<file path="config.mk">
export PLATFORM = sky130hd
export DESIGN_NAME = ahb_master_mux
export DESIGN_NICKNAME = d
export VERILOG_FILES = /design/src/rtl/ahb_master_mux.sv
export SDC_FILE = /design/constraint.sdc
export NUM_CORES = 1
export LEC_CHECK = 0
export BUFFER_PORTS_ARGS = -buffer_cell sky130_fd_sc_hd__buf_2
export CAP_MARGIN = 10
export CORE_AREA = 2 2 497 499
export CTS_CLUSTER_SIZE = 12
export DETAILED_ROUTE_END_ITERATION = 6
export DIE_AREA = 0 0 499 501
export MAX_ROUTING_LAYER = met4
export PLACE_DENSITY = 0.3
export SYNTH_ARGS = -nofsm -noshare
export SYNTH_HDL_FRONTEND = slang
export SYNTH_SLANG_ARGS = --single-unit
export TNS_END_PERCENT = 20
</file>
<file path="constraint.sdc">
create_clock -name HCLK -period 4.03 [get_ports HCLK]
set_input_delay 0.6045 -clock HCLK [delete_from_list [all_inputs] [get_ports HCLK]]
set_output_delay 0.6045 -clock HCLK [all_outputs]
set_load 0.005 [all_outputs]
</file>
<file path="src/rtl/ahb_master_mux.sv">
// ---------------------------------------------------------------------------
// ahb_master_mux
//
// Sits directly downstream of the AHB arbiter.  The granted master's
// address-phase signals (HADDR/HTRANS/HWRITE/HSIZE/HBURST) are selected
// combinationally by HMASTER.  A data-phase register, advanced only when
// HREADY=1, remembers which master (and lock state) owns the data phase.
// That registered index then steers the write-data mux.  A 16-bit counter
// tallies every completed NONSEQ/SEQ data phase for bus monitoring.
//
// Ports:
//   HCLK, HRESET        bus clock, asynchronous active-high reset
//   HMASTER, HMASTLOCK  address-phase master index and lock from the arbiter
//   HREADY              1 = the current data phase completes this cycle
//   HADDRx..HWDATAx     per-master buses, master m in slice [m*W +: W]
//   HADDR..HBURST       muxed address-phase outputs
//   HWDATA              muxed write data for the current data phase
//   HMASTER_D           data-phase master index
//   HMASTLOCK_D         data-phase lock flag
//   DVALID              current data phase belongs to a NONSEQ/SEQ transfer
//   XFER_CNT            number of completed NONSEQ/SEQ data phases (wraps)
// ---------------------------------------------------------------------------
module ahb_master_mux #(
    parameter int NMASTERS = 16,
    parameter int ADDR_W   = 32,
    parameter int DATA_W   = 32
) (
    input  logic                         HCLK,
    input  logic                         HRESET,
    input  logic [3:0]                   HMASTER,
    input  logic                         HMASTLOCK,
    input  logic                         HREADY,
    input  logic [NMASTERS*ADDR_W-1:0]   HADDRx,
    input  logic [NMASTERS*2-1:0]        HTRANSx,
    input  logic [NMASTERS-1:0]          HWRITEx,
    input  logic [NMASTERS*3-1:0]        HSIZEx,
    input  logic [NMASTERS*3-1:0]        HBURSTx,
    input  logic [NMASTERS*DATA_W-1:0]   HWDATAx,
    output logic [ADDR_W-1:0]            HADDR,
    output logic [1:0]                   HTRANS,
    output logic                         HWRITE,
    output logic [2:0]                   HSIZE,
    output logic [2:0]                   HBURST,
    output logic [DATA_W-1:0]            HWDATA,
    output logic [3:0]                   HMASTER_D,
    output logic                         HMASTLOCK_D,
    output logic                         DVALID,
    output logic [15:0]                  XFER_CNT
);

    localparam logic [1:0] TRANS_IDLE = 2'b00;

    logic [ADDR_W-1:0] w_addrMux;
    logic [1:0]        w_transMux;
    logic              w_writeMux;
    logic [2:0]        w_sizeMux;
    logic [2:0]        w_burstMux;
    logic [DATA_W-1:0] w_wdataMux;

    logic [3:0]        r_masterD;
    logic              r_lockD;
    logic              r_dvalid;
    logic [15:0]       r_xferCnt;

    // Address-phase mux.  A loop of equality compares keeps an index beyond
    // NMASTERS from ever reaching a slice, so such an index yields all zeros
    // (which also makes HTRANS read as IDLE).
    always_comb begin
        w_addrMux  = '0;
        w_transMux = TRANS_IDLE;
        w_writeMux = 1'b0;
        w_sizeMux  = 3'b000;
        w_burstMux = 3'b000;
        for (int m = 0; m < NMASTERS; m++) begin
            if (HMASTER == 4'(m)) begin
                w_addrMux  = HADDRx[m*ADDR_W +: ADDR_W];
                w_transMux = HTRANSx[m*2 +: 2];
                w_writeMux = HWRITEx[m];
                w_sizeMux  = HSIZEx[m*3 +: 3];
                w_burstMux = HBURSTx[m*3 +: 3];
            end
        end
    end

    // Only HTRANS is suppressed during reset so that no slave sees a live
    // transfer; the remaining address-phase signals stay transparent.
    assign HADDR  = w_addrMux;
    assign HTRANS = HRESET ? TRANS_IDLE : w_transMux;
    assign HWRITE = w_writeMux;
    assign HSIZE  = w_sizeMux;
    assign HBURST = w_burstMux;

    // Data-phase register and completed-transfer counter.  Both advance only
    // when HREADY=1, so wait states stretch the current data phase.  On a
    // pipelined edge the counter credits the phase that is finishing (old
    // r_dvalid) while r_dvalid is reloaded for the phase being launched.
    // NONSEQ and SEQ are exactly the transfer types with bit 1 set.
    always_ff @(posedge HCLK or posedge HRESET) begin
        if (HRESET) begin
            r_masterD <= 4'd0;
            r_lockD   <= 1'b0;
            r_dvalid  <= 1'b0;
            r_xferCnt <= 16'd0;
        end else if (HREADY) begin
            r_masterD <= HMASTER;
            r_lockD   <= HMASTLOCK;
            r_dvalid  <= w_transMux[1];
            if (r_dvalid) begin
                r_xferCnt <= r_xferCnt + 16'd1;
            end
        end
    end

    // Write-data mux steered by the registered data-phase owner; gated to
    // zero when the data phase carries no real transfer.
    always_comb begin
        w_wdataMux = '0;
        if (r_dvalid) begin
            for (int m = 0; m < NMASTERS; m++) begin
                if (r_masterD == 4'(m)) begin
                    w_wdataMux = HWDATAx[m*DATA_W +: DATA_W];
                end
            end
        end
    end

    assign HWDATA      = w_wdataMux;
    assign HMASTER_D   = r_masterD;
    assign HMASTLOCK_D = r_lockD;
    assign DVALID      = r_dvalid;
    assign XFER_CNT    = r_xferCnt;

endmodule

</file>
==> run summary <==
Summing the areas of all compound-gate instances in the mapped netlist gives 46.1% of the synthesized area. Net switching is 56.5% of the power. The first global-routing pass estimated 262000 um of wire. The post-synthesis instance total is 1850, and the final period utilization is 96.0%.

The tools report the utilization after layout as 9.84%. The filler cells instantiated in the layout total 29179. Global routing finished with a remaining overflow of 0. Power comes to 4.14 mW.

The via count of the first global-routing pass is 23719. STA puts the critical path data required time at 3.43 ns. The count of buffers from port buffering came out at 1270. The run gives 0 ns as the total negative slack. The fraction of the mapped netlist area in simple logic gates is 18.2%, and the final wirelength is 211000 um. For the worst clock skew, the log shows 0.00502 ns. For the number of library cell types mapped by synthesis, the log shows 84. The most common library cell in the layout ignoring fill and taps is sky130_fd_sc_hd__buf_2. After detailed routing, the average wire length per cell comes to 32.9 um. Count of final hold-check violations: 0. Setup repair after global routing left no endpoint under its margin. In this run, CTS created clock tree buffers numbering 3.

The library cells used most frequently in the layout, excluding fill and tap cells, are sky130_fd_sc_hd__buf_2 (1265), sky130_fd_sc_hd__nand2_1 (191), sky130_fd_sc_hd__buf_4 (191). The largest net degree at the start of global routing came out at 53. The average via count per standard cell came out at 3.53. Of all flip-flops after synthesis, the portion carrying an async set or reset was 100%. The post-synthesis area per instance works out to 6.82 um2. The tools report the post-route DRC violation count as 6.

Once the floorplan was initialized, standard cells occupied 5.16% of the core. For the final number of setup-violating endpoints, the log shows 0. For this run, the number of Yosys warnings is 0. Adder and majority cell fraction of the synthesized area: 0.0991%. By area, the combinational part of the netlist is dominated by compound AO/OA/AOI/OAI gates. The global-route usage over all layers came out at 16.5%. For this run, global-route usage on met1 was measured as 15.8%. In this run, synthesis produced a sequential element count of 22. The tools report the reported max-cap violation count as 0. After the first detailed-routing iteration, the DRC count stood at 1524. The post-route netlist has 51.7% of its cells at a drive strength greater than 1. The signal on the critical path passes through clkbuf_8 > buf_4 > nand2b_1 > nor2_4 > buf_12 > o2bb2ai_1 > a211oi_1 > buf_4 > o21ai_0 > buf_2. Clock tree synthesis found a total of 22 sinks. At the end of the flow, the number of nets in the layout was 4310. After clock tree synthesis, the flow added hold-fix buffers numbering 0.

In this run the vertical extent of the chip is 501 um. The total area inside the core boundary comes to 0.245 mm2. For the worst setup path, the data arrival time is 3.27 ns.

The total die area was 0.250 mm2; the number of search-and-repair iterations in the first detailed-routing pass was 7. The depth of the worst register-to-register path is 6, and the leakage power is 10.3 nW. The switching power is 2.34 mW, and the internal power consumption is 1.80 mW.

The share of total power dissipated in sequential elements is 8.1%. The synthesized netlist devotes 1.04% of its cell area to XOR and XNOR gates. The global routing stage identified its most utilized layer as met2.

The checks that failed: design-rule violations. Counting flops with a built-in enable in the synthesized netlist gives 0. The post-place setup slack is -0.567 ns. The share of total power dissipated in the clock network is 7.6%. Counting every net in the synthesized netlist gives 3027.

TritonCTS built the clock tree. For the half-perimeter wire length of the detailed placement result, the log shows 191000 um. STA classifies the critical path endpoint as a primary output.

The path class of the tightest hold or removal check is in2async. Across the VDD grid, the largest voltage drop is 0.000110 V. The tools report the share of total power in combinational logic as 84.3%. The tree is rooted in a sky130_fd_sc_hd__clkbuf_16.

Along the worst path, the maximum fanout reaches 19. The final critical delay including setup and external delays works out to 3.87 ns. The routed layout has 22659 vias. The number of antenna violations at the first check in global routing was 140. The worst register-to-register path begins at DVALID$_DFFE_PP0P_. The delay contributed by the slowest stage of the critical path is 0.53 ns. The path type of the worst setup path is in2out. Clock-pin slew was measured on the worst setup and hold paths at 0.08 ns. The worst relative slew slack came out at 22.0%. STA classifies the critical path startpoint as a primary input.

The number of buffers added for setup after CTS came out at 0. The maximum number of buffers from clock root to sink was 2; the post-synthesis to final-layout area growth was 90.9%. The later pin in the worst-skew pair is clocked with a latency of 0.28 ns. The final setup slack of the worst path is 0.160 ns, and the die width is 499 um. For the pin with the worst max-slew slack, the measured transition is 1.17 ns. The number of max-slew violations in the final report is 0, and the peak clock frequency supported by timing is 0.258 GHz. By instance count, the cell type seen most on the critical path is sky130_fd_sc_hd__buf_4. The run finished, with violations left.

In this run the worst setup path begins at HMASTER[2]. The count of H-tree levels built during CTS was 1; the setup slack of the most critical reg-to-reg path was 1.62 ns. The critical path ends at HADDR[31]. Multiplexer cells account for 20.1% of the synthesized area.

The tightest hold path in the finished design has a slack of 0.388 ns. The slowest stage of the critical path is the sky130_fd_sc_hd__a211oi_1 cell. The number of rows in the core area is 182, and the sequential area share after synthesis is 4.36%.

Among all flip-flop cells after synthesis, the most frequent one is sky130_fd_sc_hd__dfrtp_1. In this run the remaining antenna-violating nets after routing total 0. The global placement routability congestion is 0.947.

The number of top-level pins came out at 1271. For this run, global-route usage on met2 was measured as 32.2%. Synthesized cell area: 0.0126 mm2. The endpoint identified for the worst register-to-register timing path is XFER_CNT[15]$_DFFE_PP0P_. In the global route stage, met3 resource usage came out at 2.40%. Power spread over the standard cell area amounts to 172 mW/mm2.
[worst min-delay path by stage]
| stage | slack, ns | endpoint | depth (start not counted) | startpoint |
|---|---|---|---|---|
| after detailed placement | 0.46 | XFER_CNT[15]$_DFFE_PP0P_ | 1 | XFER_CNT[15]$_DFFE_PP0P_ |
| after global placement | 0.46 | XFER_CNT[15]$_DFFE_PP0P_ | 1 | XFER_CNT[15]$_DFFE_PP0P_ |
| after CTS | 0.42 | HMASTLOCK_D$_DFFE_PP0P_ | 3 | HRESET |
| after floorplan | 0.47 | XFER_CNT[15]$_DFFE_PP0P_ | 1 | XFER_CNT[15]$_DFFE_PP0P_ |
| final | 0.39 | HMASTLOCK_D$_DFFE_PP0P_ | 3 | HRESET |
| after global routing | 0.43 | HMASTLOCK_D$_DFFE_PP0P_ | 3 | HRESET |
[layout make-up]
cell class	count	area (um2)	area share, %
timing repair buffer	1476	8150	33.8
clock buffer	3	75.1	0.312
inverter	26	104	0.431
antenna	74	185	0.768
sequential	22	567	2.35
clock inverter	1	30.0	0.125
tap	3220	4030	16.7
multi-input combinational	1604	11000	45.5
[timing repair]
item | in CTS | in global routing
pin swaps | 1 | 0
resized for setup | 4 | 1
endpoints found under the setup margin | 2 | 1
[synth_stat cells (all sizes together) (7+ instances only)]
cell | number | share of area [%]
o211ai | 19 | 1.1
a22o | 21 | 1.5
o21a | 14 | 0.83
mux2i | 159 | 13
a2bb2oi | 13 | 0.90
o21ai | 183 | 7.3
buf | 148 | 7.8
nand3 | 32 | 1.3
a32oi | 16 | 1.1
a21o | 9 | 0.54
a22oi | 72 | 4.3
o31ai | 14 | 0.83
a222oi | 12 | 0.95
nor2 | 138 | 4.2
dfrtp | 22 | 4.4
and3 | 9 | 0.45
o22ai | 52 | 2.6
a21oi | 176 | 7.0
a31oi | 22 | 1.1
xnor2 | 11 | 0.76
nand2b | 25 | 1.3
a221oi | 34 | 2.4
o2bb2ai | 29 | 2.0
nor3 | 22 | 0.95
nand3b | 7 | 0.42
clkbuf | 50 | 1.5
nand2 | 192 | 5.7
nor2b | 23 | 1.2
and2 | 8 | 0.40
mux4 | 8 | 1.4
inv | 25 | 0.74
a211oi | 67 | 4.0
mux2 | 68 | 6.1
o221ai | 39 | 2.7
o32ai | 9 | 0.62
[state kept, by name (all words and copies together) (netlist names)]
| name | flops |
|---|---|
| DVALID | 1 |
| XFER_CNT | 16 |
| HMASTLOCK_D | 1 |
| HMASTER_D | 4 |
[routing by layer]
metal,up-vias,wire length [um]
li1,9915,-
met1,11022,72500
met2,1390,117000
met3,332,10400
met4,0,11400
met5,-,0
[power by group through the flow]
stage	sequential, mW	combinational, mW	clock (mW)
floorplan	0.292	1.33	0
global placement	0.337	3.58	0
detailed placement	0.338	3.55	0
CTS	0.334	3.57	0.321
global route	0.342	3.68	0.326
finish	0.334	3.49	0.314
[stage by stage]
stage	std cells	instance area, um2
6_report	6426	24100
5_1_grt	6410	24100
4_1_cts	6352	23900
3_5_place_dp	6348	23800
3_3_place_gp	6348	23800
2_1_floorplan	1850	12600
[worst max-delay path: cells and delay by family]
| kind | cells | cell delay [ns] |
|---|---|---|
| AOI/OAI and AO/OA | 3 | 0.90 |
| buffers and inverters | 5 | 1.12 |
| and+or+nand+nor | 2 | 0.58 |
[logic make-up after synthesis]
family	count (synthesis)
compound gates	861
xor+xnor	15
fa+ha+maj	1
buf+inv	224
flops	22
mux	235
simple gates	492
No activity file was read; power rests on OpenSTA's default activity.
